File: src/rtl/control_pipeline.sv
// ID-stage decoder with ID->EX->MEM->WB control registers and a halt/drain FSM.
// Latency: decode in N gives *_MEM in N+2 and RegWrite_WB in N+3; stall or flush bubbles only the ID->EX register.
module control_pipeline #(
    parameter logic [3:0] HALT_OP      = 4'hF,
    parameter int         DRAIN_CYCLES = 3
) (
    input  logic        clk,
    input  logic        reset,
    input  logic [15:0] instruction_IF,
    input  logic        stall,
    input  logic        flush,
    output logic [3:0]  opcode,
    output logic [1:0]  ImmSrc,
    output logic        ALUsrc,
    output logic        dir,
    output logic        is_unsigned,
    output logic        Branch,
    output logic        jump,
    output logic        PC_sel,
    output logic        MemRead_MEM,
    output logic        MemWrite_MEM,
    output logic        RegWrite_MEM,
    output logic        ResultSrc_MEM,
    output logic        RegWrite_WB,
    output logic        halted,
    output logic [1:0]  state
);

    localparam logic [1:0] ST_RUN    = 2'd0;
    localparam logic [1:0] ST_DRAIN  = 2'd1;
    localparam logic [1:0] ST_HALTED = 2'd2;

    localparam logic [3:0] OP_SHIFT = 4'h6;
    localparam logic [3:0] OP_ADDI  = 4'h7;
    localparam logic [3:0] OP_LW    = 4'h8;
    localparam logic [3:0] OP_SW    = 4'h9;
    localparam logic [3:0] OP_BEQ   = 4'hA;
    localparam logic [3:0] OP_BNE   = 4'hB;
    localparam logic [3:0] OP_JMP   = 4'hC;
    localparam logic [3:0] OP_SLTU  = 4'hD;
    localparam logic [3:0] OP_NOP   = 4'hE;

    localparam int              CNT_W    = (DRAIN_CYCLES < 2) ? 1 : $clog2(DRAIN_CYCLES + 1);
    localparam logic [CNT_W-1:0] CNT_INIT = CNT_W'(DRAIN_CYCLES);
    localparam logic [CNT_W-1:0] CNT_ONE  = CNT_W'(1);

    typedef struct packed {
        logic mem_read;
        logic mem_write;
        logic reg_write;
        logic result_src;
    } wctl_t;

    logic [1:0]       state_q, state_d;
    logic [CNT_W-1:0] cnt_q, cnt_d;
    logic             halted_q, halted_d;
    wctl_t            idex_q, idex_d;
    wctl_t            exmem_q, exmem_d;
    logic             wb_q, wb_d;

    logic [3:0] raw_op;
    logic       id_active;
    wctl_t      id_wctl;

    assign raw_op    = instruction_IF[15:12];
    assign id_active = !flush && (state_q == ST_RUN);

    // Combinational ID decode; everything collapses to a NOP when suppressed.
    always_comb begin
        opcode      = OP_NOP;
        ImmSrc      = 2'b00;
        ALUsrc      = 1'b0;
        dir         = 1'b0;
        is_unsigned = 1'b0;
        Branch      = 1'b0;
        jump        = 1'b0;
        PC_sel      = 1'b0;
        id_wctl     = '0;
        if (id_active) begin
            opcode = raw_op;
            ImmSrc = 2'b11;
            case (raw_op)
                OP_ADDI, OP_LW: begin
                    ALUsrc = 1'b1;
                    ImmSrc = 2'b00;
                end
                OP_SW: begin
                    ALUsrc = 1'b1;
                    ImmSrc = 2'b01;
                end
                OP_BEQ, OP_BNE: begin
                    Branch = 1'b1;
                    ImmSrc = 2'b10;
                end
                OP_JMP: begin
                    jump   = 1'b1;
                    ImmSrc = 2'b10;
                end
                OP_SHIFT: dir         = instruction_IF[0];
                OP_SLTU:  is_unsigned = 1'b1;
                default:  ImmSrc      = 2'b11;
            endcase
            PC_sel             = Branch | jump;
            id_wctl.reg_write  = (raw_op <= OP_LW) || (raw_op == OP_SLTU);
            id_wctl.mem_read   = (raw_op == OP_LW);
            id_wctl.result_src = (raw_op == OP_LW);
            id_wctl.mem_write  = (raw_op == OP_SW);
            // HALT enters the pipe as a bubble whatever opcode it is mapped to.
            if (raw_op == HALT_OP) begin
                id_wctl = '0;
            end
        end
    end

    always_comb begin
        idex_d  = (stall || flush) ? wctl_t'('0) : id_wctl;
        exmem_d = idex_q;
        wb_d    = exmem_q.reg_write;
    end

    // DRAIN lasts DRAIN_CYCLES cycles, then HALTED holds until reset.
    always_comb begin
        state_d = state_q;
        cnt_d   = cnt_q;
        case (state_q)
            ST_RUN: begin
                if ((raw_op == HALT_OP) && !flush && !stall) begin
                    if (DRAIN_CYCLES == 0) begin
                        state_d = ST_HALTED;
                    end else begin
                        state_d = ST_DRAIN;
                        cnt_d   = CNT_INIT;
                    end
                end
            end
            ST_DRAIN: begin
                if (cnt_q <= CNT_ONE) begin
                    state_d = ST_HALTED;
                    cnt_d   = '0;
                end else begin
                    cnt_d = cnt_q - CNT_ONE;
                end
            end
            ST_HALTED: state_d = ST_HALTED;
            default: begin
                state_d = ST_RUN;
                cnt_d   = '0;
            end
        endcase
        halted_d = (state_d == ST_HALTED);
    end

    always_ff @(posedge clk or posedge reset) begin
        if (reset) begin
            state_q  <= ST_RUN;
            cnt_q    <= '0;
            halted_q <= 1'b0;
            idex_q   <= '0;
            exmem_q  <= '0;
            wb_q     <= 1'b0;
        end else begin
            state_q  <= state_d;
            cnt_q    <= cnt_d;
            halted_q <= halted_d;
            idex_q   <= idex_d;
            exmem_q  <= exmem_d;
            wb_q     <= wb_d;
        end
    end

    assign MemRead_MEM   = exmem_q.mem_read;
    assign MemWrite_MEM  = exmem_q.mem_write;
    assign RegWrite_MEM  = exmem_q.reg_write;
    assign ResultSrc_MEM = exmem_q.result_src;
    assign RegWrite_WB   = wb_q;
    assign halted        = halted_q;
    assign state         = state_q;

endmodule

File: config.mk
export PLATFORM = sky130hd
export DESIGN_NAME = control_pipeline
export DESIGN_NICKNAME = d
export VERILOG_FILES = /design/src/rtl/control_pipeline.sv
export SDC_FILE = /design/constraint.sdc
export NUM_CORES = 1
export LEC_CHECK = 0
export ABC_CLOCK_PERIOD_IN_PS = 3200
export BUFFER_PORTS_ARGS = -buffer_cell sky130_fd_sc_hd__buf_2
export CORE_MARGIN = 2
export CORE_UTILIZATION = 42
export DETAILED_ROUTE_END_ITERATION = 6
export GPL_ROUTABILITY_DRIVEN = 1
export PLACE_DENSITY = 0.81
export SLEW_MARGIN = 10
export SYNTH_ARGS = -nofsm -noshare
export SYNTH_HDL_FRONTEND = slang
export SYNTH_SLANG_ARGS = --single-unit
File: constraint.sdc
create_clock -name clk -period 3.2 [get_ports clk]
set_clock_uncertainty 0.1 [all_clocks]
set_input_delay 0.48 -clock clk [delete_from_list [all_inputs] [get_ports clk]]
set_output_delay 0.48 -clock clk [all_outputs]
set_load 0.01 [all_outputs]
**After elaboration in Yosys (flattened, before gate mapping)**

Cells that the tools add are included.
W data, S select, Z words.

- Register bits after elaboration: 14
- Bits in latches: 0
- Memory bits (writable): 0
- Memory bits (read-only): 0
- Input bits: 20
- Output and inout port bits: 20
- Logic and storage cells: 68
- Memories kept: 0

- Add/sub/neg operators: 1
- Multipliers: 0
- Divide/modulo/power cells: 0
- Magnitude comparators: 2
- Equality and inequality tests: 13
- Shift operators: 0
- Muxes and demuxes: 25
- Bitwise logic cells: 2
- Reduce and logical (&&, ||, !) cells: 13

Operators by type and width:

| operator | count |
|---|---|
| $eq A4 B4 Y1 const B | 7 |
| $pmux W2 S3 | 3 |
| $mux W4 | 4 |
| $mux W1 | 13 |
| $mux W2 | 5 |
| $eq A4 B3 Y1 const B | 2 |
| $reduce_or A3 Y1 | 2 |
| $eq A2 B2 Y1 const B | 2 |
| $le A4 B4 Y1 const B | 1 |
| $reduce_or A2 Y1 | 2 |
| $logic_and A1 B1 Y1 | 3 |
| $eq A2 B1 Y1 const B | 1 |
| $le A2 B1 Y1 const B | 1 |
| $logic_not A1 Y1 | 2 |
| $logic_not A2 Y1 | 1 |
| $logic_or A1 B1 Y1 | 2 |
| $ne A2 B1 Y1 const B | 1 |
| $reduce_and A2 Y1 | 1 |
| $sub A2 B1 Y2 const B | 1 |
| $not A1 Y1 | 1 |
| $or A1 B1 Y1 | 1 |

**Depth between registers and ports, before layout**

Gate-level depths: netlist of the first run.

- Depth in word-level cells: 6
- Mapped depth: 4
- Gate-level depth less buffers: 3

**Worst setup path before layout of the first run**

Ideal clock, no wire load.

- Path type: input -> output
- Start: input instruction_IF[14]
- End: output ImmSrc[0]
- Arrival time: 1.362 ns
- Required time: 2.620 ns
- Setup slack: 1.258 ns
- Cell stages on the path: 4
- Path buffers: 1
- Path through: clkbuf_1 > nand2b_1 > nand2_1 > a221oi_1

- Longest elaborated chain between the ends: 4
- Elaborated cells between the ends (all ways): 10
- Those cells by class: eq/ne: 6; mux: 2; reduce/logical: 2

Ends and longest elaborated chain:

| element | RTL line | source |
|---|---|---|
| from (decl) | 9 | `input logic [15:0] instruction_IF,` |
| $eq A4 B4 Y1 / $eq A4 B3 Y1 (equally long branches) | 82 | `case (raw_op)` |
| $reduce_or A3 Y1 (no line) / $reduce_or A2 Y1 (equally long branches) | -- |  |
| $pmux W2 S3 (*) | 82 |  |
| $mux W2 (*) | 79 | `if (id_active) begin` |
| to (decl) | 13 | `output logic [1:0] ImmSrc,` |

Mark *: on every way between the ends. The rest lies on a longest branch, timed or not.

**Worst setup path in the final report of the first run**

- Start: register state_q[1], in the netlist state[1]
- End: output ImmSrc[0]

- Longest elaborated chain between the ends: 3

Ends and longest elaborated chain:

| element | RTL line | source |
|---|---|---|
| from (decl) | 54 | `logic [1:0] state_q, state_d;` |
| from (signal assigned) | 162 | `state_q <= state_d;` |
| $logic_not A2 Y1 | 66 | `assign id_active = !flush && (state_q == ST_RUN);` |
| $logic_and A1 B1 Y1 | 66 |  |
| $mux W2 | 79 |  |

Every way passes these cells.

==> results.yml, run 1 <==
run_status:
  outcome: "finished clean"
clock_network:
  tritoncts: "built"
  cts.path.max_buffers: 2
  postCtsSetupRepairBufs: 0
  clk_latency_ns: 0.26
  cts_resized: 0
  root_buffer: "clkbuf_4"
  cts_buffers: 3
  path_clk_slew_ns: 0.07
  cts.hold.buffers_added: 0
  htree_levels: 1
  cts_sinks: 12
place:
  place_ws_ns: 1.194
  gp_congestion: 0.6990
  port_buffers: 28
  dp_cells: 101
  hpwl_um: 899.1
synthesis:
  ys_top_cells_by_area: "dfrtp_1, nor3_1, nand2_1"
  ys_dominant_reg_cell: "dfrtp_1"
  synth.avg_cell_area_um2: 9.228
  syn-cell-area_um2: 590.6
  seq_area_frac_synth_pct: 50.85
  ys_types: 25
  yosysMostFrequentCell: "dfrtp_1"
  synth_edf_count: 0
  synth_top_area_share_pct: 50.85
  synth_largest_area_cell: "dfrtp_1"
  synthTopCellsByCount: "dfrtp_1, nand2_1, nor2_1, nor3_1"
  ys_ff_latch: 12
  ys_async_sr_fraction_pct: 100.0
  ys_warn_count: 0
  synthesis.nets: 84
  syn_inst: 64
drt:
  drtPass1Iterations: 4
  route.antenna.remaining_nets: 0
  route.vias.total: 557
  drc: 0
  wire_per_inst_um: 11.30
  routed_wl_mm: 1.187
  viasPerCell: 5.305
  first_iter_violations: 8
power:
  p_per_area_nw_per_um2: 379.4
  power_mw: 0.2877
  p_leak_nw: 0.4048
  vdd_drop_max_mv: 0.1593
worst_setup_path:
  crit_path_start_kind: "flip-flop"
  path_max_fanout: 9
  arrival_ns: 1.65
  end_kind: "primary output"
  regToRegEndpoint: "cnt_q[0]"
  worst_ep_required_time_ns: 2.62
  worstRegToRegCells: 3
  worstPathCellList: "or3_1 -> a221oi_1 -> buf_2"
  cp_slowest_cell: "or3_1"
  r2r_start: "state[1]"
  critPathKind: "reg2out"
  r2r_slack_ns: 1.46
  max_stage_delay_ns: 0.52
sta:
  slew_violations: 0
  rsz0062_at_grt: "false"
  tightest_slew_ns: 0.4834
  period_share_pct: 69.83
  relSlewSlack_pct: 67.52
  final-hold-violation-count: 0
  finalSetupViolations: 0
  fin_hold_ws_ns: 0.09946
  setup_tns_ns: 0
  fin_crit_ns: 2.234
  timing.fmax_mhz: 447.5
  layout_setup_ws_ns: 0.9656
grt:
  grt_pass1_vias: 462
  antenna_found_initial: 0
  grt_pass1_wl_mm: 1.966
  grt_max_degree: 13
  grt.total_usage_pct: 14.73
  grt_overflow: 0
floorplanning:
  start_util_pct: 45.38
  die_height_um: 41.50
  fp.dieArea_um2: 1722
  num_rows: 13
  core_area_um2: 1301
  die_x_um: 41.50
  io_pins: 40
min_path:
  hold_class: "in2async"
run:
  max_cap_viol_count: 0
layout:
  insertedDiodeCount: 0
  drive_gt1_share_pct: 35.56
  area_growth_pct: 28.39
  final_cells: 105
  fin_nets: 111
## layout by cell type (no fill, tap or decap), drive strengths merged
cell type	Yosys	final
xor2	1	1
a21o	2	2
a221oi	1	1
or3	3	3
and2	1	1
buf	2	28
nand3	1	1
nor4	1	1
nor2	6	6
and4	1	1
inv	4	4
nand3b	3	3
a2bb2oi	1	1
nand2	6	6
and3b	1	1
clkbuf	4	4
dfrtp	12	12
nand2b	3	3
o21ai	1	1
nor3	6	6
o211ai	1	1
mux2i	1	1
o21a	1	1
nor2b	1	1
## cell families (layout without fill, tap and decap cells)
kind of cell    count (synthesis)  count (layout)  share of synthesized area, %
simple gates                   33              33                         29.87
mux                             1               1                         1.695
flops                          12              12                         50.85
buf+inv                        10              36                         7.202
compound gates                  7               7                         8.898
xor+xnor                        1               1                         1.483
## report_power, final
group | internal [mW] | leakage (nW) | switching (mW)
sequential | 0.152 | 0.157 | 0
clock | 0.0690 | 0.0210 | 0.0455
combinational | 0.00838 | 0.226 | 0.0133
## metal layers
| metal | GRT usage (%) | vias to the layer above | wire [um] |
|---|---|---|---|
| met4 | 5.806 | 0 | 8 |
| li1 | - | 269 | - |
| met5 | 0 | - | 0 |
| met2 | 22.81 | 28 | 558 |
| met3 | 5.652 | 2 | 115 |
| met1 | 18.44 | 258 | 504 |
## final cells by class
type,count,area (um2)
inverters,4,15.01
well taps,15,18.77
flip-flops and latches,12,300.3
fillers,128,543.0
repair buffers,28,140.1
clock buffers,4,36.28
multi-input cells,42,247.7
## registers in the layout, indices dropped and copies added, names as in the netlist
name	flops
MemRead_MEM	1
MemWrite_MEM	1
RegWrite_MEM	1
RegWrite_WB	1
cnt_q	2
exmem_d	3
halted	1
state	2
## worst max-delay path: cells and delay by family, from the launching register on
family	cells	cell delay, ns
AND/OR/NAND/NOR	1	0.52
buffers and inverters	1	0.17
AO/OA/AOI/OAI	1	0.23
flip-flops	1	0.46
## metrics by stage
stage | util (%) | cell area [um2]
after CTS | 58.27 | 758.2
after floorplan | - | 590.6
after global placement | 55.48 | 721.9
after detailed placement | 55.48 | 721.9
after global routing | 58.27 | 758.2
final | 58.27 | 758.2
## worst max path at each step
| stage | slack (ns) | start | end |
|---|---|---|---|
| after floorplan | 1.26 | instruction_IF[14] | ImmSrc[0] |
| after global placement | 1.20 | flush | ImmSrc[0] |
| final | 0.97 | state[1] | ImmSrc[0] |
| after global routing | 0.81 | state[1] | ImmSrc[0] |
| after detailed placement | 1.19 | flush | ImmSrc[0] |
| after CTS | 0.94 | state[1] | ImmSrc[0] |
(Power assumes the default switching activity.)
==> run 2, diff against run 1 <==
--- a/config.mk
+++ b/config.mk
@@ -5,13 +5,13 @@
 export SDC_FILE = /design/constraint.sdc
 export NUM_CORES = 1
 export LEC_CHECK = 0
-export ABC_CLOCK_PERIOD_IN_PS = 3200
+export ABC_CLOCK_PERIOD_IN_PS = 2100
 export BUFFER_PORTS_ARGS = -buffer_cell sky130_fd_sc_hd__buf_2
 export CORE_MARGIN = 2
-export CORE_UTILIZATION = 42
+export CORE_UTILIZATION = 39
 export DETAILED_ROUTE_END_ITERATION = 6
 export GPL_ROUTABILITY_DRIVEN = 1
-export PLACE_DENSITY = 0.81
+export PLACE_DENSITY = 0.76
 export SLEW_MARGIN = 10
 export SYNTH_ARGS = -nofsm -noshare
 export SYNTH_HDL_FRONTEND = slang
==> constraint.sdc (replaced) <==
create_clock -name clk -period 2.1 [get_ports clk]
set_clock_uncertainty 0.1 [all_clocks]
set_input_delay 0.315 -clock clk [delete_from_list [all_inputs] [get_ports clk]]
set_output_delay 0.315 -clock clk [all_outputs]
set_load 0.01 [all_outputs]
==> results.yml, run 2 (synthesized netlist as in run 1, its figures left out) <==
run_status:
  outcome: "finished clean"
layout:
  num-fill-cells: 145
  final_util_pct: 53.10
  largest_reg_flops: 3
  ff_latch_area_um2: 300.3
  area_growth_pct: 30.72
  most-common-layout-cells: "buf_2, dfrtp_1, nor2_1, nand2_1, nor3_1"
  drive_gt1_share_pct: 37.78
  design_area_um2: 772.0
  layout_commonest_cell: "buf_2"
  fin_nets: 112
  multi_input_area_um2: 264.0
  insertedDiodeCount: 0
grt:
  grt_pass1_vias: 449
  antenna_found_initial: 0
  grt_max_degree: 13
  grt_overflow: 0
  grt_pass1_wl_mm: 1.945
  grt.total_usage_pct: 14.08
drt:
  viasPerCell: 5.028
  route.antenna.remaining_nets: 0
  drc: 0
  drtPass1Iterations: 3
  wire_per_inst_um: 11.01
  first_iter_violations: 4
  routed_wl_mm: 1.167
  route.vias.total: 533
run:
  max_cap_viol_count: 0
floorplanning:
  start_util_pct: 40.62
  die_height_um: 42.92
  die_x_um: 42.92
  io_pins: 40
  num_rows: 14
  fp.dieArea_um2: 1842
  core_area_um2: 1454
worst_setup_path:
  worstRegToRegCells: 3
  r2r_start: "state[1]"
  critPathLaunch: "state[1]"
  r2r_slack_ns: 0.43
  end_kind: "primary output"
  regToRegEndpoint: "cnt_q[0]"
  endpoint: "ImmSrc[0]"
  path_max_fanout: 9
  worst_ep_required_time_ns: 1.68
  arrival_ns: 1.60
  critPathKind: "reg2out"
  crit_path_start_kind: "flip-flop"
place:
  gp_congestion: 0.7766
  port_buffers: 28
  hpwl_um: 858.9
  place_area_um2: 723.2
sta:
  final-hold-violation-count: 0
  rsz0062_at_grt: "true"
  slew_violations: 0
  timing.fmax_mhz: 497.3
  fin_hold_ws_ns: 0.1468
  period_share_pct: 95.76
  finalSetupViolations: 0
  relSlewSlack_pct: 71.37
  fin_crit_ns: 2.011
  setup_tns_ns: 0
  tightest_slew_ns: 0.4290
clock_network:
  cts_buffers: 3
  postCtsSetupRepairBufs: 0
  path_clk_slew_ns: 0.07
  tritoncts: "built"
  clk_latency_ns: 0.26
  cts.path.max_buffers: 2
  root_buffer: "clkbuf_4"
  cts_sinks: 12
  htree_levels: 1
power:
  vdd_drop_max_mv: 0.2390
  power_mw: 0.3977
  p_leak_nw: 0.4039
  p_per_area_nw_per_um2: 515.1
min_path:
  hold_class: "in2reg"
## run 2: changes by cell type in the layout (fill, tap and decap cells not counted), sizes merged
cell / previous run / this run
dlygate4sd3: 0 / 1
clkbuf: 4 / 3
## run 2: worst min path at each step
stage	from	end	slack, ns	cells past startpoint
2_1_floorplan	reset	MemRead_MEM	0.08	1
3_3_place_gp	reset	halted	0.22	2
3_5_place_dp	reset	state[1]	0.23	2
5_1_grt	stall	exmem_d[3]	0.14	2
4_1_cts	stall	exmem_d[3]	0.13	2
6_report	stall	exmem_d[2]	0.15	2
## run 2: timing repair
item                       4_1_cts  5_1_grt
resized for setup                0        3
hold endpoints to repair        12        0
hold buffers                     1        0
setup endpoints to repair        0        3
## run 2: final cells by class
type / instances / area share (%)
flip-flops and latches: 12 / 38.90
multi-input cells: 42 / 34.20
repair buffers: 29 / 19.45
clock buffers: 3 / 2.917
well taps: 16 / 2.593
inverters: 4 / 1.945
## run 2: critical path, cell delays in order, from the launching register on
cell	delay, ns
dfrtp_1	0.48
or3_4	0.47
a221oi_1	0.21
buf_2	0.17
## run 2: report_power, final
part           switching (mW)  internal, mW  leakage [nW]
logic                  0.0208        0.0140         0.233
clock network          0.0657        0.0662        0.0138
registers                   0         0.231         0.157
## run 2: stage by stage
stage	setup WS [ns]	cells
finish	0.08907	106
global route	-0.01635	106
CTS	0.02516	106
detailed placement	0.3302	102
global placement	0.3309	102
floorplan	0.3564	64
## run 2: per-layer routing
layer	GRT usage (%)	vias to the layer above	part of all wire (%)
met3	4.681	2	9.8
met4	7.500	0	1.5
met1	18.72	234	47
met2	20.00	27	42
li1	-	270	-
met5	0	-	0
